### src/rtl/drive_sequencer.sv
// drive_sequencer: arms the gate driver, runs the generator open-loop,
// hands off to the measured period, and enforces on/off time and faults.
// Optional: define PERIOD_RANGE_CHECK_EN to fault on out-of-range periods.
module drive_sequencer #(
  parameter int unsigned ON_CYCLES_MAX  = 20000,
  parameter int unsigned OFF_CYCLES_MIN = 200000,
  parameter int unsigned ARM_CYCLES     = 16,
  parameter int unsigned LOCK_TIMEOUT   = 2000,
  parameter int unsigned PERIOD_MIN     = 20,
  parameter int unsigned PERIOD_MAX     = 200
) (
  input  logic        clock,
  input  logic        reset,
  input  logic        fire,
  input  logic        fault_clear,
  input  logic [31:0] period_in,
  input  logic        period_valid,
  output logic        driver_enable,
  output logic        gen_run,
  output logic        period_set,
  output logic [31:0] period_out,
  output logic        busy,
  output logic        fault,
  output logic [1:0]  fault_code
);

  typedef enum logic [2:0] {
    S_IDLE,
    S_ARM,
    S_OPEN,
    S_LOCK,
    S_COOL,
    S_FAULT
  } state_t;

  localparam logic [31:0] ON_LAST   = 32'(ON_CYCLES_MAX - 1);
  localparam logic [31:0] OFF_LAST  = 32'(OFF_CYCLES_MIN - 1);
  localparam logic [31:0] ARM_LAST  = 32'(ARM_CYCLES - 1);
  localparam logic [31:0] LOCK_LAST = 32'(LOCK_TIMEOUT - 1);

  state_t      state;
  state_t      state_d;
  logic [31:0] on_cnt;
  logic [31:0] ph_cnt;
  logic        accept;
  logic        range_bad;
  logic        stop;
  logic        in_burst;
  logic        run_d;
  logic [1:0]  code_d;

`ifdef PERIOD_RANGE_CHECK_EN
  assign range_bad = (period_in < 32'(PERIOD_MIN)) ||
                     (period_in > 32'(PERIOD_MAX));
`else
  assign range_bad = 1'b0;
`endif

  assign in_burst = (state == S_ARM) || (state == S_OPEN) ||
                    (state == S_LOCK);
  assign stop     = !fire || (on_cnt >= ON_LAST);
  assign run_d    = (state_d == S_OPEN) || (state_d == S_LOCK);

  // Next state, period acceptance and fault code; faults beat stop,
  // stop beats a period update, a period update beats lock timeout.
  always_comb begin
    state_d = state;
    accept  = 1'b0;
    code_d  = (state == S_FAULT) ? fault_code : 2'd0;
    unique case (state)
      S_IDLE: begin
        if (fire) state_d = S_ARM;
      end
      S_ARM: begin
        if (stop) state_d = S_COOL;
        else if (ph_cnt >= ARM_LAST) state_d = S_OPEN;
      end
      S_OPEN, S_LOCK: begin
        if (period_valid && range_bad) begin
          state_d = S_FAULT;
          code_d  = 2'd2;
        end else if ((state == S_OPEN) && !period_valid &&
                     (ph_cnt >= LOCK_LAST)) begin
          state_d = S_FAULT;
          code_d  = 2'd1;
        end else if (stop) begin
          state_d = S_COOL;
        end else if (period_valid) begin
          state_d = S_LOCK;
          accept  = 1'b1;
        end
      end
      S_COOL: begin
        if (ph_cnt >= OFF_LAST) state_d = S_IDLE;
      end
      S_FAULT: begin
        if (fault_clear) begin
          state_d = S_COOL;
          code_d  = 2'd0;
        end
      end
      default: state_d = S_IDLE;
    endcase
  end

  // State and saturating phase/on-time counters.
  always_ff @(posedge clock) begin
    if (reset) begin
      state  <= S_IDLE;
      ph_cnt <= '0;
      on_cnt <= '0;
    end else begin
      state <= state_d;
      if (state_d != state) ph_cnt <= '0;
      else if (ph_cnt != '1) ph_cnt <= ph_cnt + 32'd1;
      if ((state == S_IDLE) && (state_d == S_ARM)) on_cnt <= '0;
      else if (in_burst && (on_cnt != '1)) on_cnt <= on_cnt + 32'd1;
    end
  end

  // Registered outputs decoded from the upcoming state.
  always_ff @(posedge clock) begin
    if (reset) begin
      driver_enable <= 1'b0;
      gen_run       <= 1'b0;
      period_set    <= 1'b0;
      period_out    <= '0;
      busy          <= 1'b0;
      fault         <= 1'b0;
      fault_code    <= 2'd0;
    end else begin
      driver_enable <= run_d || (state_d == S_ARM);
      gen_run       <= run_d;
      period_set    <= accept;
      if (accept) period_out <= period_in;
      else if (!run_d) period_out <= '0;
      busy          <= (state_d != S_IDLE) && (state_d != S_FAULT);
      fault         <= (state_d == S_FAULT);
      fault_code    <= code_d;
    end
  end

endmodule

### config.mk
export PLATFORM = sky130hd
export DESIGN_NAME = drive_sequencer
export DESIGN_NICKNAME = d
export VERILOG_FILES = /design/src/rtl/drive_sequencer.sv
export SDC_FILE = /design/constraint.sdc
export NUM_CORES = 1
export LEC_CHECK = 0
export ABC_AREA = 1
export CAP_MARGIN = 15
export CORE_MARGIN = 1
export CORE_UTILIZATION = 56
export CTS_CLUSTER_SIZE = 12
export DETAILED_ROUTE_END_ITERATION = 8
export PLACE_DENSITY = 0.8
export REMOVE_ABC_BUFFERS = 1
export SETUP_SLACK_MARGIN = 0.05
export SLEW_MARGIN = 20
export SYNTH_ARGS = -nofsm -noshare
export SYNTH_HDL_FRONTEND = slang
export SYNTH_SLANG_ARGS = --single-unit
### constraint.sdc
create_clock -name clock -period 2.7 [get_ports clock]
set_clock_uncertainty 0.1 [all_clocks]
set_input_delay 0.54 -clock clock [delete_from_list [all_inputs] [get_ports clock]]
set_output_delay 0.54 -clock clock [all_outputs]
set_load 0.1 [all_outputs]
==> impl_results.md, run 1 <==
- Count leader, synth: nand2_1
- Max FO, Critical Path: 14
- Cell depth of the worst hold path: 1
- CTS Buf Count: 9
- Fin. Hold Viols: 0
- I/O Buffers: 75
- RSZ-0062 raised after global routing: false
- Longest Clk Path Bufs: 2
- First-pass GRT wire length: 23690 um
- Die footprint: 10960 um2
- Hold Path Class: reg2reg
- Total GRT Usage: 0.2671
- Drt first pass iters: 5
- Hold WS: 0.3743 ns
- Routed len/inst: 12.80 um
- # nets final: 984
- Synth area leader: dfxtp_1
- Ys Warns: 0
- DRC viols: 0
- Die height: 104.7 um
- Layout cells sized above 1: 0.1623
- # clock sinks: 106
- Top_reg_cell synth: dfxtp_1
- Mapped Cells: 872
- DR iter-0 viols: 460
- Share of the synthesized area in the top cell type: 0.3592
- Core footprint: 10280 um2
- Initial antenna violation count: 0
- Worst Max-Slew Pin Slew: 0.5198 ns
- Largest net degree at the start of global routing: 33
- Cts hold-fix bufs: 0
- CTS H-tree lvls: 3
- # Post-CTS Setup Buffers: 0
- Synth cell types: 32
- # rows: 37
- Diodes inserted: 0
- Vias per inst: 5.139
- Max_slew headroom: 0.6503
- Initial Utilization: 0.5748
- Post-route setup TNS: 0 ns
- Maximum VDD drop: 407.5 uV
- Routed via count: 5576
- CTS tree: yes
- Clock-pin slew on the worst setup and hold paths: 0.10 ns
- Post-Syn Area: 5907 um2
- Worst-skew pair later-pin latency: 0.39 ns
- Synth cell count leaders: nand2_1 (251), nor2_1 (121), dfxtp_1 (106)
- RD Place Congestion: 0.9659
- Post-cts sizing count: 0
- Final setup fails: 0
- Clock Root Buffer: clkbuf_8
- Power per cell area: 401.8 nW/um2
- Ys async rst share: 0
- Final HPWL DP: 10590 um
- Vias in the first global route: 5302
- WP data arrival: 2.56 ns
- Synth-to-Final Area Change: 16.37%
- Startpoint types: register
- Die X: 104.7 um
- CP endpoint kind: register
- Worst setup path class: reg2reg
- Post-synth EDFFs: 0
- Period utilization: 0.8648
- Mean post-synth cell area: 6.774 um2
- Synth area leaders: dfxtp_1 (36%), nand2_1 (16%), nor2_1 (7.7%)
- CP required: 2.93 ns
- Layout fillers: 931
- Worst r2r path cells: 8
- Leakage power: 2.689 nW
- Yosys reg bits: 106
- DRT Wirelength: 13880 um
- Status: completed
- Slew Viols, Final: 0
- IO Count: 76
- Antenna viol nets, final: 0
- Tmin final: 2.335 ns
- MaxCap Viol Count: 0
- Seq/Total Area, Yosys: 0.3592
- Fmax: 428.3 MHz
- GRT overflow: 0
[stage by stage]
stage | cells | area, um2 | worst slack (ns) | utilization | power, mW
after floorplan | 849 | 5737 | 0.08740 | - | 1.763
after global placement | 1070 | 6698 | 0.2283 | 0.6517 | 1.886
after detailed placement | 1070 | 6698 | 0.1268 | 0.6517 | 1.887
after CTS | 1085 | 6874 | 0.3502 | 0.6689 | 2.792
after global routing | 1085 | 6874 | 0.1429 | 0.6689 | 2.871
final | 1085 | 6874 | 0.3650 | 0.6689 | 2.762
[area by class of cell]
class / count / area [um2] / area share
clock buffers: 10 / 137.6 / 0.02002
clock inverters: 5 / 38.79 / 0.005643
inverters: 85 / 319.1 / 0.04641
multi-input cells: 658 / 3296 / 0.4794
flip-flops and latches: 106 / 2122 / 0.3087
well taps: 136 / 170.2 / 0.02475
repair buffers: 85 / 790.8 / 0.1150
[worst max-delay path, cell delays in order, from the launching register on]
cell and delay [ns]:
dfxtp_1 0.41, ha_1 0.27, nand3_2 0.20, nor4_1 0.53, nand4_1 0.15, clkinv_1 0.28, buf_12 0.19, nor3_1 0.06
nor2_2 0.09
[where the power goes]
group	leakage [nW]	internal, mW	switching [mW]
logic	1.75	0.103	0.163
registers	0.854	1.57	0.0105
clock network	0.0887	0.360	0.551
[registers in the layout, indices dropped and copies added (netlist names)]
name / flops
busy: 1
driver_enable: 1
fault: 1
fault_code: 2
gen_run: 1
on_cnt: 32
period_out: 32
period_set: 1
ph_cnt: 32
state: 3
[metal layers]
metal | wire length, um | global-route usage
met5 | 0 | 0
met1 | 6044 | 0.3150
met2 | 6855 | 0.4655
met4 | 386 | 0.1187
met3 | 596 | 0.05614
[cell usage in the layout (no fill, tap or decap), types with 5 or more instances in the layout]
master,synthesis,routed
nand2_1,251,251
nor2_1,121,121
dfxtp_1,106,106
inv_1,79,79
nor3_1,47,47
buf_4,0,44
xor2_1,43,43
nor2_2,40,40
clkdlybuf4s50_1,0,36
o21ai_2,30,30
nand3_1,28,28
a21oi_1,28,28
nand4_1,15,15
nor4_1,12,12
o21ai_0,11,11
clkbuf_8,0,10
nand2_2,8,8
inv_2,5,5
xnor2_1,5,5
buf_12,0,5
[worst paths after layout]
kind | startpoint | to | slack, ns
max reg2reg | ph_cnt[0] | ph_cnt[10] | 0.37
min reg2reg | fault_code[0] | fault_code[0] | 0.37
max | ph_cnt[0] | ph_cnt[10] | 0.37
min | fault_code[0] | fault_code[0] | 0.37
[cell families (layout without fill, tap and decap cells)]
kind of cell,count (synthesis),count (layout),share of synthesized area
AOI/OAI and AO/OA,72,72,0.08134
xor gates and xnor gates,48,48,0.07117
adders and majority gates,2,2,0.004236
buffers and inverters,108,185,0.08282
DFF,106,106,0.3592
and+or+nand+nor,536,536,0.4012
Note: power is estimated with default switching activity, not from simulation.
==> run 2, diff against run 1 <==
ABC_AREA = default   (was 1)
CORE_UTILIZATION = 63   (was 56)
DONT_BUFFER_PORTS = 1   (was default)
PLACE_DENSITY = 0.78   (was 0.8)
==> run 2 against run 1 <==
Sequential cell count stayed put. Synthesized cell count shrank 35%. Fmax decreased by 11%.
==> impl_results.md, run 2 <==
- CP max stage cell: or4_4
- Ys async rst share: 0
- Clock power share: 0.351
- Worst r2r path cells: 9
- Leakage power: 1.927 nW
- Fin. Hold Viols: 0
- Post-synth EDFFs: 0
- Core footprint: 7253 um2
- # clock sinks: 106
- Mapped Cells: 564
- Maximum VDD drop: 413.5 uV
- I/O Buffers: 0
- RSZ-0062 raised after global routing: true
- Share of power burned in registers: 0.580
- Max_slew headroom: 0.5710
- Cell Chain, Critical Path: or4_4, nor4_4, buf_4, and3_1, o21ai_0, a31oi_1, nand4_2, buf_12, nor3_1
- Initial antenna violation count: 0
- Psw: 0.7354 mW
- Drt first pass iters: 5
- Most frequent cells in the layout: dfxtp_1 (105), nor2_1 (82), nand2_1 (56)
- Die X: 88.77 um
- Status: completed
- Vias per inst: 5.902
- Die height: 88.77 um
- Post-Syn Area: 4743 um2
- Count leader, synth: dfxtp_1
- Hold Path Class: in2reg
- Layout cells sized above 1: 0.1516
- Top_reg_cell synth: dfxtp_1
- CP endpoint kind: register
- Vias in the first global route: 3723
- RD Place Congestion: 0.8486
- Mean post-synth cell area: 8.410 um2
- Initial Utilization: 0.6540
- Worst setup path class: reg2reg
- Combinational share of power: 0.068
- Synth cell types: 50
- Clock Root Buffer: clkbuf_8
- Longest Clk Path Bufs: 2
- Routed len/inst: 15.15 um
- CTS Buf Count: 9
- Die footprint: 7880 um2
- Slew Viols, Final: 0
- Largest regs: on_cnt: 32 flops, period_out: 32 flops, ph_cnt: 32 flops
- Yosys reg bits: 106
- WP buf/inv: 2
- DRT Wirelength: 10700 um
- Max FO, Critical Path: 32
- WP data arrival: 2.82 ns
- Crit path largest cell delay: 0.54 ns
- Tmin final: 2.626 ns
- Critical Path Stages: 9
- IO Count: 76
- Final HPWL DP: 7233 um
- Cell depth of the worst hold path: 1
- Routed via count: 4167
- Total GRT Usage: 0.2751
- Final setup fails: 0
- Startpoint types: register
- Period utilization: 0.9725
- MaxCap Viol Count: 0
- Power per cell area: 502.4 nW/um2
- # nets final: 641
- Dpl cells: 688
- Synth area leader: dfxtp_1
- Worst Max-Slew Pin Slew: 0.6435 ns
- Fin cells: 706
- Synth area leaders: dfxtp_1 (45%), xor2_1 (7.2%), nor2_1 (6.6%)
- Internal Pwr Total: 1.998 mW
- Synth-to-Final Area Change: 14.69%
- GRT overflow: 0
- First-pass GRT wire length: 17030 um
- Largest net degree at the start of global routing: 34
- Ys Warns: 0
- Final Util: 0.7500
- Share of the synthesized area in the top cell type: 0.4474
- Switching Share: 0.2691
- Diodes inserted: 0
- Antenna viol nets, final: 0
- Synth cell count leaders: dfxtp_1 (106), nor2_1 (83), nand2_1 (56)
- Top delay family on crit path: simple AND/OR/NAND/NOR gates
- # rows: 31
- CTS tree: yes
- CTS H-tree lvls: 3
- Commonest non-fill, non-tap cell in the layout: dfxtp_1
- Worst-skew pair later-pin latency: 0.37 ns
- DRC viols: 0
- Seq/Total Area, Yosys: 0.4474
- Fmax: 380.8 MHz
- Clock-pin slew on the worst setup and hold paths: 0.11 ns
- Hold WS: 0.1212 ns
- DR iter-0 viols: 223
- CP required: 2.89 ns
==> run 2: cell count changes in the layout (fill, tap and decap cells not counted), sizes merged, moves of 23 or more <==
cell	change
a21oi	-23
clkdlybuf4s50	-36
inv	-73
nand2	-203
nor2	-80
nor3	-31
==> run 2: routing by layer <==
metal	wire, um	GRT usage
met4	134	0.08798
met2	4950	0.4322
met5	0	0
met3	775	0.08862
met1	4834	0.3598
==> run 2: metrics by stage <==
| stage | instance area [um2] | worst slack, ns | setup TNS, ns | total power [mW] |
|---|---|---|---|---|
| 2_1_floorplan | 4636 | -0.9272 | -53.47 | 1.746 |
| 3_3_place_gp | 5184 | 0.1832 | 0 | 1.798 |
| 3_5_place_dp | 5184 | 0.09057 | 0 | 1.801 |
| 4_1_cts | 5376 | 0.09183 | 0 | 2.743 |
| 5_1_grt | 5440 | -0.03215 | -0.05108 | 2.822 |
| 6_report | 5440 | 0.07423 | 0 | 2.733 |
==> run 2: timing repair <==
action / 4_1_cts / 5_1_grt
resized for setup: 0 / 11
buffers inserted: 0 / 2
endpoints found under the setup margin: 0 / 49
hold buffers: 0 / 0
==> run 2: cell families after synthesis <==
family / count (synthesis) / synth area share
AND/OR/NAND/NOR: 293 / 0.3126
flip-flops: 106 / 0.4474
adder cells (fa/ha/maj): 2 / 0.005275
buffers and inverters: 34 / 0.02823
AO/OA/AOI/OAI: 68 / 0.09338
XOR/XNOR: 59 / 0.1089
multiplexers: 2 / 0.004221
==> run 2: worst paths after layout <==
| path | start | endpoint | slack [ns] |
|---|---|---|---|
| max | ph_cnt[13] | ph_cnt[2] | 0.07 |
| min | reset | state[0] | 0.12 |
| max reg2reg | ph_cnt[13] | ph_cnt[2] | 0.07 |
| min reg2reg | period_out[12] | period_out[12] | 0.37 |
==> run 2: power groups by stage <==
stage	Clock, mW	Combinational (mW)	Sequential (mW)
final	0.960	0.186	1.59
after global routing	1.03	0.202	1.59
after CTS	0.977	0.181	1.59
after detailed placement	0	0.180	1.62
after global placement	0	0.178	1.62
after floorplan	0	0.0958	1.65
==> run 2: area by class of cell <==
type | count | area (um2)
clock inverters | 7 | 68.82
clock buffers | 9 | 123.9
fillers | 529 | 1813
well taps | 99 | 123.9
multi-input cells | 424 | 2536
inverters | 7 | 26.28
flip-flops and latches | 106 | 2123
repair buffers | 54 | 437.9
